## src/rtl/pll_reset_sequencer.sv

```systemverilog
// rtl/pll_reset_sequencer.sv - PLL lock supervisor with ordered per-domain reset release
// Holds the PLL in reset, qualifies lock, then releases domain resets one stage at a time.
module pll_reset_sequencer #(
  parameter int SYNC_STAGES         = 2,
  parameter int PLL_RST_CYCLES      = 16,
  parameter int LOCK_TIMEOUT_CYCLES = 65536,
  parameter int LOCK_STABLE_CYCLES  = 1024,
  parameter int NUM_STAGES          = 3,
  parameter int STAGE_GAP_CYCLES    = 64
) (
  input  logic                  refclk,
  input  logic                  rst,
  input  logic                  locked,
  output logic                  pll_rst,
  output logic [NUM_STAGES-1:0] rst_out,
  output logic                  ready,
  output logic [7:0]            lock_lost_count,
  output logic [7:0]            retry_count,
  output logic [2:0]            state
);

  function automatic int max2(input int a, input int b);
    return (a > b) ? a : b;
  endfunction

  localparam int MAX_CYC = max2(max2(PLL_RST_CYCLES, LOCK_TIMEOUT_CYCLES),
                                max2(LOCK_STABLE_CYCLES, STAGE_GAP_CYCLES));
  localparam int CW = $clog2(MAX_CYC) + 1;
  localparam int IW = (NUM_STAGES > 1) ? $clog2(NUM_STAGES) : 1;

  localparam logic [CW-1:0] PLL_LAST    = CW'(PLL_RST_CYCLES - 1);
  localparam logic [CW-1:0] TIMEOUT_LAST = CW'(LOCK_TIMEOUT_CYCLES - 1);
  localparam logic [CW-1:0] STABLE_LAST = CW'(LOCK_STABLE_CYCLES - 1);
  localparam logic [CW-1:0] GAP_LAST    = CW'(STAGE_GAP_CYCLES - 1);
  localparam logic [IW-1:0] IDX_LAST    = IW'(NUM_STAGES - 1);

  typedef enum logic [2:0] {
    S_PLL_RESET = 3'd0,
    S_WAIT_LOCK = 3'd1,
    S_STABLE    = 3'd2,
    S_RELEASE   = 3'd3,
    S_RUN       = 3'd4
  } state_t;

  state_t                  state_q, state_d;
  logic [CW-1:0]           cnt_q, cnt_d;
  logic [IW-1:0]           idx_q, idx_d;
  logic [SYNC_STAGES-1:0]  sync_q;
  logic                    locked_s;
  logic                    pll_rst_d;
  logic [NUM_STAGES-1:0]   rst_out_d;
  logic                    ready_d;
  logic [7:0]              lost_d;
  logic [7:0]              retry_d;
  logic                    lose_lock;

  // locked is asynchronous to refclk; only the last flop's output is trusted
  always_ff @(posedge refclk) begin
    if (rst) begin
      sync_q <= '0;
    end else begin
      sync_q <= {sync_q[SYNC_STAGES-2:0], locked};
    end
  end

  assign locked_s = sync_q[SYNC_STAGES-1];

  always_comb begin
    state_d   = state_q;
    cnt_d     = cnt_q + CW'(1);
    idx_d     = idx_q;
    pll_rst_d = pll_rst;
    rst_out_d = rst_out;
    ready_d   = ready;
    lost_d    = lock_lost_count;
    retry_d   = retry_count;
    lose_lock = 1'b0;

    case (state_q)
      S_PLL_RESET: begin
        pll_rst_d = 1'b1;
        if (cnt_q == PLL_LAST) begin
          state_d   = S_WAIT_LOCK;
          cnt_d     = '0;
          pll_rst_d = 1'b0;
        end
      end

      S_WAIT_LOCK: begin
        pll_rst_d = 1'b0;
        if (locked_s) begin
          state_d = S_STABLE;
          cnt_d   = '0;
        end else if (cnt_q == TIMEOUT_LAST) begin
          state_d   = S_PLL_RESET;
          cnt_d     = '0;
          pll_rst_d = 1'b1;
          if (retry_count != 8'hff) begin
            retry_d = retry_count + 8'd1;
          end
        end
      end

      S_STABLE: begin
        if (!locked_s) begin
          state_d = S_WAIT_LOCK;
          cnt_d   = '0;
        end else if (cnt_q == STABLE_LAST) begin
          state_d      = S_RELEASE;
          cnt_d        = '0;
          idx_d        = '0;
          rst_out_d[0] = 1'b0;
        end
      end

      S_RELEASE: begin
        if (!locked_s) begin
          lose_lock = 1'b1;
        end else if (cnt_q == GAP_LAST) begin
          cnt_d = '0;
          if (idx_q == IDX_LAST) begin
            state_d = S_RUN;
            ready_d = 1'b1;
          end else begin
            idx_d = idx_q + IW'(1);
            for (int k = 1; k < NUM_STAGES; k++) begin
              if (k == int'(idx_q) + 1) begin
                rst_out_d[k] = 1'b0;
              end
            end
          end
        end
      end

      S_RUN: begin
        cnt_d = cnt_q;
        if (!locked_s) begin
          lose_lock = 1'b1;
        end
      end

      default: begin
        // illegal encoding: back to the reset posture, counters untouched
        state_d   = S_PLL_RESET;
        cnt_d     = '0;
        idx_d     = '0;
        pll_rst_d = 1'b1;
        rst_out_d = '1;
        ready_d   = 1'b0;
      end
    endcase

    // loss of lock wins over any stage release due on the same cycle
    if (lose_lock) begin
      state_d   = S_PLL_RESET;
      cnt_d     = '0;
      idx_d     = '0;
      pll_rst_d = 1'b1;
      rst_out_d = '1;
      ready_d   = 1'b0;
      if (lock_lost_count != 8'hff) begin
        lost_d = lock_lost_count + 8'd1;
      end
    end
  end

  always_ff @(posedge refclk) begin
    if (rst) begin
      state_q         <= S_PLL_RESET;
      cnt_q           <= '0;
      idx_q           <= '0;
      pll_rst         <= 1'b1;
      rst_out         <= '1;
      ready           <= 1'b0;
      lock_lost_count <= 8'd0;
      retry_count     <= 8'd0;
    end else begin
      state_q         <= state_d;
      cnt_q           <= cnt_d;
      idx_q           <= idx_d;
      pll_rst         <= pll_rst_d;
      rst_out         <= rst_out_d;
      ready           <= ready_d;
      lock_lost_count <= lost_d;
      retry_count     <= retry_d;
    end
  end

  assign state = state_q;

endmodule
```

## config.mk

```make
export PLATFORM = sky130hd
export DESIGN_NAME = pll_reset_sequencer
export DESIGN_NICKNAME = d
export VERILOG_FILES = /design/src/rtl/pll_reset_sequencer.sv
export SDC_FILE = /design/constraint.sdc
export NUM_CORES = 1
export LEC_CHECK = 0
export CORE_UTILIZATION = 45
export CTS_CLUSTER_DIAMETER = 50
export DETAILED_ROUTE_END_ITERATION = 12
export PLACE_DENSITY = 0.71
export SETUP_SLACK_MARGIN = 0.15
export SYNTH_ARGS = -nofsm -noshare
export SYNTH_HDL_FRONTEND = slang
export SYNTH_SLANG_ARGS = --single-unit
```

## constraint.sdc

```tcl
create_clock -name refclk -period 6.46 [get_ports refclk]
set_clock_uncertainty 0.15 [all_clocks]
set_input_delay 1.292 -clock refclk [delete_from_list [all_inputs] [get_ports refclk]]
set_output_delay 1.292 -clock refclk [all_outputs]
set_load 0.01 [all_outputs]
```

==> results of run 1 <==
sequential cells by signal, summed over array words and instances (netlist names):
| register | flops |
|---|---|
| cnt_q | 17 |
| idx_q | 2 |
| lock_lost_count | 8 |
| pll_rst | 1 |
| ready | 1 |
| retry_count | 8 |
| rst_out | 3 |
| state | 3 |
| sync_q | 2 |
final cells by class:
class | count | area, um^2
fillers | 443 | 2115
inverters | 12 | 45.04
repair buffers | 26 | 260.3
clock buffers | 7 | 86.33
multi-input cells | 205 | 1296
flip-flops and latches | 45 | 900.9
well taps | 67 | 83.83
clock inverters | 1 | 30.03
worst register-to-register path, delay by kind of cell (launching register included):
family                     cells  cell delay (ps)
and+or+nand+nor                7             1500
AOI/OAI and AO/OA              2              570
adders and majority gates      2              440
DFF                            1              410
buffers and inverters          1               70
per-layer routing:
| metal | GRT usage, % | wire (um) | part of all wire, % | up-vias |
|---|---|---|---|---|
| li1 | - | - | - | 1022 |
| met5 | 0 | 0 | 0 | - |
| met1 | 25.59 | 2311 | 49 | 916 |
| met3 | 3.978 | 226 | 4.8 | 8 |
| met2 | 31.17 | 2088 | 44 | 45 |
| met4 | 8.974 | 83 | 1.8 | 0 |
metrics by stage:
step / worst slack (ps) / cell area (um^2)
after floorplan: 3732 / 2291
after global placement: 2600 / 2586
after detailed placement: 2602 / 2586
after CTS: 2955 / 2703
after global routing: 2756 / 2703
final: 2908 / 2703
final timing paths:
kind                         start                      to  cells after the start
min reg2reg   sync_q[0]$_SDFF_PP0_    sync_q[1]$_SDFF_PP0_                      1
max reg2reg  cnt_q[0]$_SDFFE_PP0N_  cnt_q[10]$_SDFFE_PP0N_                     12
max                            rst   cnt_q[6]$_SDFFE_PP0N_                      5
min           sync_q[0]$_SDFF_PP0_    sync_q[1]$_SDFF_PP0_                      1
kinds of logic after synthesis:
family | share of synthesized area, %
fa+ha+maj | 4.369
mux | 1.748
compound gates | 16.33
simple gates | 28.78
xor+xnor | 5.352
buf+inv | 4.096
flops | 39.32
power groups by stage:
stage                     clock network (W)  registers [W]  logic (W)
final                              0.000222       0.000318   0.000116
after detailed placement                  0       0.000325   0.000115
after global routing               0.000239       0.000322   0.000130
after CTS                          0.000227       0.000318   0.000116
after floorplan                           0       0.000315  0.0000923
after global placement                    0       0.000324   0.000115
placed cells by master, fill, tap and decap left out, types with 4 or more instances in the layout:
master and count:
nor2_1 29, or3_1 7, nor3_1 7, xor2_1 7, clkdlybuf4s50_1 26, nand3_1 21
nand4_1 6, o311ai_1 4, and3_1 9, a21oi_1 14, mux2i_1 4, dfxtp_1 45
nand2_1 26, o21ai_0 10, inv_1 12, clkbuf_8 6, ha_1 8, xnor2_1 7
==> out/results.ini, run 1 <==
[route]
avgViaCountPerCell=5.485
antenna_left=0
drcViolationCount=0
drtIter0Drc=137
wl_per_cell_um=12.98
via_count=1991
wl_mm=4.710
drtPass1Iterations=4

[timing]
worst_slew_pin_slew_ps=980.7
whs_ps=287.4
slew_headroom_pct=34.38
grt_setup_unrepaired=no
final_hold_viol_count=0
post-route-min-period_ps=3552
setup_viol=0
fmax_mhz=281.5
fin_crit_sh_pct=54.99
maxSlewViolCount=0
setup_tns_ps=0

[setup_path]
critical-path-top-delay-family=simple AND/OR/NAND/NOR gates
critical_path.endpoint_type=flop
cp_max_fo=21
arrival_ps=3640
crit_slowest_cell=nor2_1
critical_path_class=primary input to flop
crit_required_ps=6550
critPathMaxStageDelay_ps=790
reg2reg_slack_ps=3210
path_buf_inv=1
crit_chain=clkdlybuf4s50_1, or2_1, nor2_1, a21oi_1, mux2i_1
worst_setup_path_start_kind=primary input

[logic_synthesis]
synth_flop_cell=dfxtp_1
syn_area_per_cell_um2=8.454
synth_area_leaders=dfxtp_1, nor2_1, nand3_1, ha_1, nand2_1
synth.most_common_cell=dfxtp_1
synth_common_cells=dfxtp_1, nor2_1, nand2_1
yosysUniqueCellTypes=53
ys_ff_latch=45
synth_edf_count=0
synth_top_area_share_pct=39.32
ys_warn_count=0
async_flop_share_pct=0
netlist_area_um2=2291
synth_nets=282
synth.yosys.seq_area_share_pct=39.32
syn-instance-count=271
yosys.area.top_type=dfxtp_1

[power_and_ir_drop]
clock_power_share_pct=33.8
combPwrFrac_pct=17.6
ir_drop_v=0.0001667
p_int_w=0.0004698
power_leakage_nw=0.9685
switching_power_w=0.0001867
cellPowerDensity_nw_per_um2=242.9
finalPower_w=0.0006565
pwr-share-seq_pct=48.5
p_sw_share_pct=28.44

[clock_tree]
cts_made_buffers=5
insertion_delay_ps=300
post_cts.repair.setup_buffers=0
root_buffer=clkbuf_8
hold_buffers=0
cts_buffer_depth=2
htreeDepth=2
ctsResizeCount=0
cts_sinks=45
cts_tree=built
clk_pin_slew_ps=90

[global_routing]
grt_pass1_vias=1854
grt_overflow=0
grt_first_pass_wirelength_mm=8.211
grt_usage_pct=19.61
grt_max_degree=22
antenna_found_initial=0

[floorplanning]
die_x_um=73.35
rows=25
start_util_pct=47.56
pin_count=27
core_area_um2=4817
dieArea_um2=5380
die_h_um=73.35

[hold_path]
hp-class=flop to flop

[final_layout]
diodes=0
drive_gt1_share_pct=6.081
nets=306
syn_to_final_growth_pct=17.97
post-route-util_pct=56.10
instances_no_fill=363

[run_status]
status=finished, final reports clean

[placed_design]
place.gp.congestion=0.7836
io_buffers=26
dp_hpwl_mm=3.262
dp.cells=355

[run]
maxCapViolCount=0

No activity file was read; power rests on OpenSTA's default activity.
==> run 2, diff against run 1 <==
Settings changed: PLACE_DENSITY 0.71 to 0.74.
Clock period 6.46 ns to 3.14 ns, I/O delays scaled along.
==> out/results.ini, run 2 (synthesis gave the netlist of run 1 again) <==
[route]
antenna_left=0  ; unchanged
drtIter0Drc=92  ; -33%
drtPass1Iterations=4  ; unchanged
wl_mm=4.979  ; +5.7%
wl_per_cell_um=13.35  ; +2.9%
avgViaCountPerCell=5.504  ; +0.35%
via_count=2053  ; +3.1%
drcViolationCount=0  ; unchanged

[placed_design]
place.gp.congestion=0.8153  ; +4.0%
dp_hpwl_mm=3.252  ; -0.29%
io_buffers=26  ; unchanged
placed_area_um2=2631  ; +1.7%
dp.cells=361  ; +1.7%

[global_routing]
grt_overflow=0  ; unchanged
grt_usage_pct=18.71  ; -0.90 points
grt_pass1_vias=1718  ; -7.3%
grt_first_pass_wirelength_mm=7.872  ; -4.1%
antenna_found_initial=0  ; unchanged
grt_max_degree=21  ; -4.5%

[final_layout]
nets=316  ; +3.3%
drive_gt1_share_pct=10.78  ; +4.7 points
instances_no_fill=373  ; +2.8%
diodes=0  ; unchanged
largest_register=cnt_q
final_area_um2=2794  ; +3.4%
syn_to_final_growth_pct=21.96
largest_register_ff_count=17  ; unchanged
layout_common_cells=dfxtp_1, nor2_1, nand2_1, clkdlybuf4s50_1, nand3_1
final_common_cell=dfxtp_1
top_regs=cnt_q (17), lock_lost_count (8), retry_count (8)

[clock_tree]
cts_made_buffers=5  ; unchanged
clk_pin_slew_ps=90  ; about the same
htreeDepth=2  ; unchanged
cts_sinks=45  ; unchanged
insertion_delay_ps=300  ; about the same
hold_buffers=0  ; unchanged
root_buffer=clkbuf_8
cts_buffer_depth=2  ; unchanged
cts_tree=built

[setup_path]
cpMostUsedCell=and3_1
critical_path.endpoint_type=flop
r2r-start=cnt_q[1]$_SDFFE_PP0N_
critPathMaxStageDelay_ps=380  ; -410 ps
timing.rr.end=cnt_q[8]$_SDFFE_PP0N_
crit_slowest_cell=dfxtp_1
path_buf_inv=1  ; unchanged
worst_setup_path_start_kind=flop
crit_chain=ha_2, and4_4, nand4_2, nor2_1, and3_1, nand3_1, inv_1, ha_1, nand2b_2, a41oi_4, and3_1, a221o_1
crit_required_ps=3180  ; -3370 ps
arrival_ps=2850  ; -790 ps
reg2reg_slack_ps=340  ; -2870 ps
path_depth=12  ; +7
critical_path_class=flop to flop
cp_max_fo=7  ; -67%
critical-path-top-delay-family=simple AND/OR/NAND/NOR gates
worstSetupStartpoint=cnt_q[1]$_SDFFE_PP0N_
reg2regPathDepth=12  ; unchanged
crit_end=cnt_q[8]$_SDFFE_PP0N_

[power_and_ir_drop]
power_leakage_nw=1.009  ; +4.1%
ir_drop_v=0.0002547  ; +53%
finalPower_w=0.001388  ; +110%
cellPowerDensity_nw_per_um2=496.6  ; +100%

[timing]
post-route-min-period_ps=2803
final_hold_viol_count=0  ; unchanged
maxSlewViolCount=0  ; unchanged
worst_slew_pin_slew_ps=1009  ; +28.74 ps
fmax_mhz=356.8
setup_tns_ps=0  ; unchanged
grt_setup_unrepaired=no
slew_headroom_pct=32.46  ; -1.9 points
fin_crit_sh_pct=89.26
setup_viol=0  ; unchanged

[floorplanning]
start_util_pct=47.56  ; unchanged
dieArea_um2=5380  ; unchanged
core_area_um2=4817  ; unchanged
die_h_um=73.35  ; unchanged
pin_count=27  ; unchanged
rows=25  ; unchanged
die_x_um=73.35  ; unchanged

[run]
maxCapViolCount=0  ; unchanged

[hold_path]
min_path_cells=1  ; unchanged
hp-class=flop to flop

[run_status]
status=finished, final reports clean

[run 2: through the flow]
stage | utilization (%) | worst slack, ps | hold slack, ps
final | 58.00 | 337.4 | 301.7
after global routing | 58.00 | 137.5 | 321.7
after CTS | 57.01 | 153.6 | 304.5
after detailed placement | 54.62 | 149.5 | 283.1
after global placement | 54.62 | 245.2 | 271.0
after floorplan | - | 411.9 | 263.8
[run 2: how the worst min path moves through the flow]
stage | to | from | slack (ps)
finish | sync_q[1]$_SDFF_PP0_ | sync_q[0]$_SDFF_PP0_ | 300
global route | sync_q[1]$_SDFF_PP0_ | sync_q[0]$_SDFF_PP0_ | 320
CTS | sync_q[1]$_SDFF_PP0_ | sync_q[0]$_SDFF_PP0_ | 300
detailed placement | sync_q[1]$_SDFF_PP0_ | sync_q[0]$_SDFF_PP0_ | 280
global placement | sync_q[1]$_SDFF_PP0_ | sync_q[0]$_SDFF_PP0_ | 270
floorplan | sync_q[1]$_SDFF_PP0_ | sync_q[0]$_SDFF_PP0_ | 260
[run 2: worst register-to-register path, stage by stage, from the launching register on]
cell      delay [ps]
dfxtp_1          380
ha_2             240
and4_4           260
nand4_2          120
nor2_1           150
and3_1           160
nand3_1          100
inv_1             70
ha_1             170
nand2b_2         220
a41oi_4          200
and3_1           240
a221o_1          250
[run 2: layout make-up]
cell class | count | area, um^2
multi-input combinational | 206 | 1320
fill | 470 | 2023
sequential | 45 | 902.1
timing repair buffer | 35 | 327.8
clock inverter | 3 | 46.29
inverter | 12 | 45.04
tap | 67 | 83.83
clock buffer | 5 | 68.82
[run 2: repair_timing]
action / in CTS / in global routing
resized for setup: 0 / 4
setup buffers: 0 / 3
setup endpoints to repair: 3 / 18
pin swaps: 1 / 2
endpoints found under the hold margin: 0 / 0
gates cloned: 0 / 1
[run 2: per-layer routing]
metal  wire [um]  track usage, %
met5           0               0
met4          78           3.846
met3         287           6.310
met2        2238           28.91
met1        2373           25.40
[run 2: power breakdown]
group	internal (W)	switching (W)	leakage, nW	total [W]
sequential	0.000602	0.0000457	0.364	0.000647
combinational	0.000134	0.000159	0.590	0.000294
clock	0.000238	0.000208	0.0543	0.000447
==> run 3, diff against run 2 <==
Settings changed: ABC_AREA set to 0, GPL_TIMING_DRIVEN set to 1.
==> results of run 3 <==
No change in the layout: final DEF, timing and power equal those of run 2.
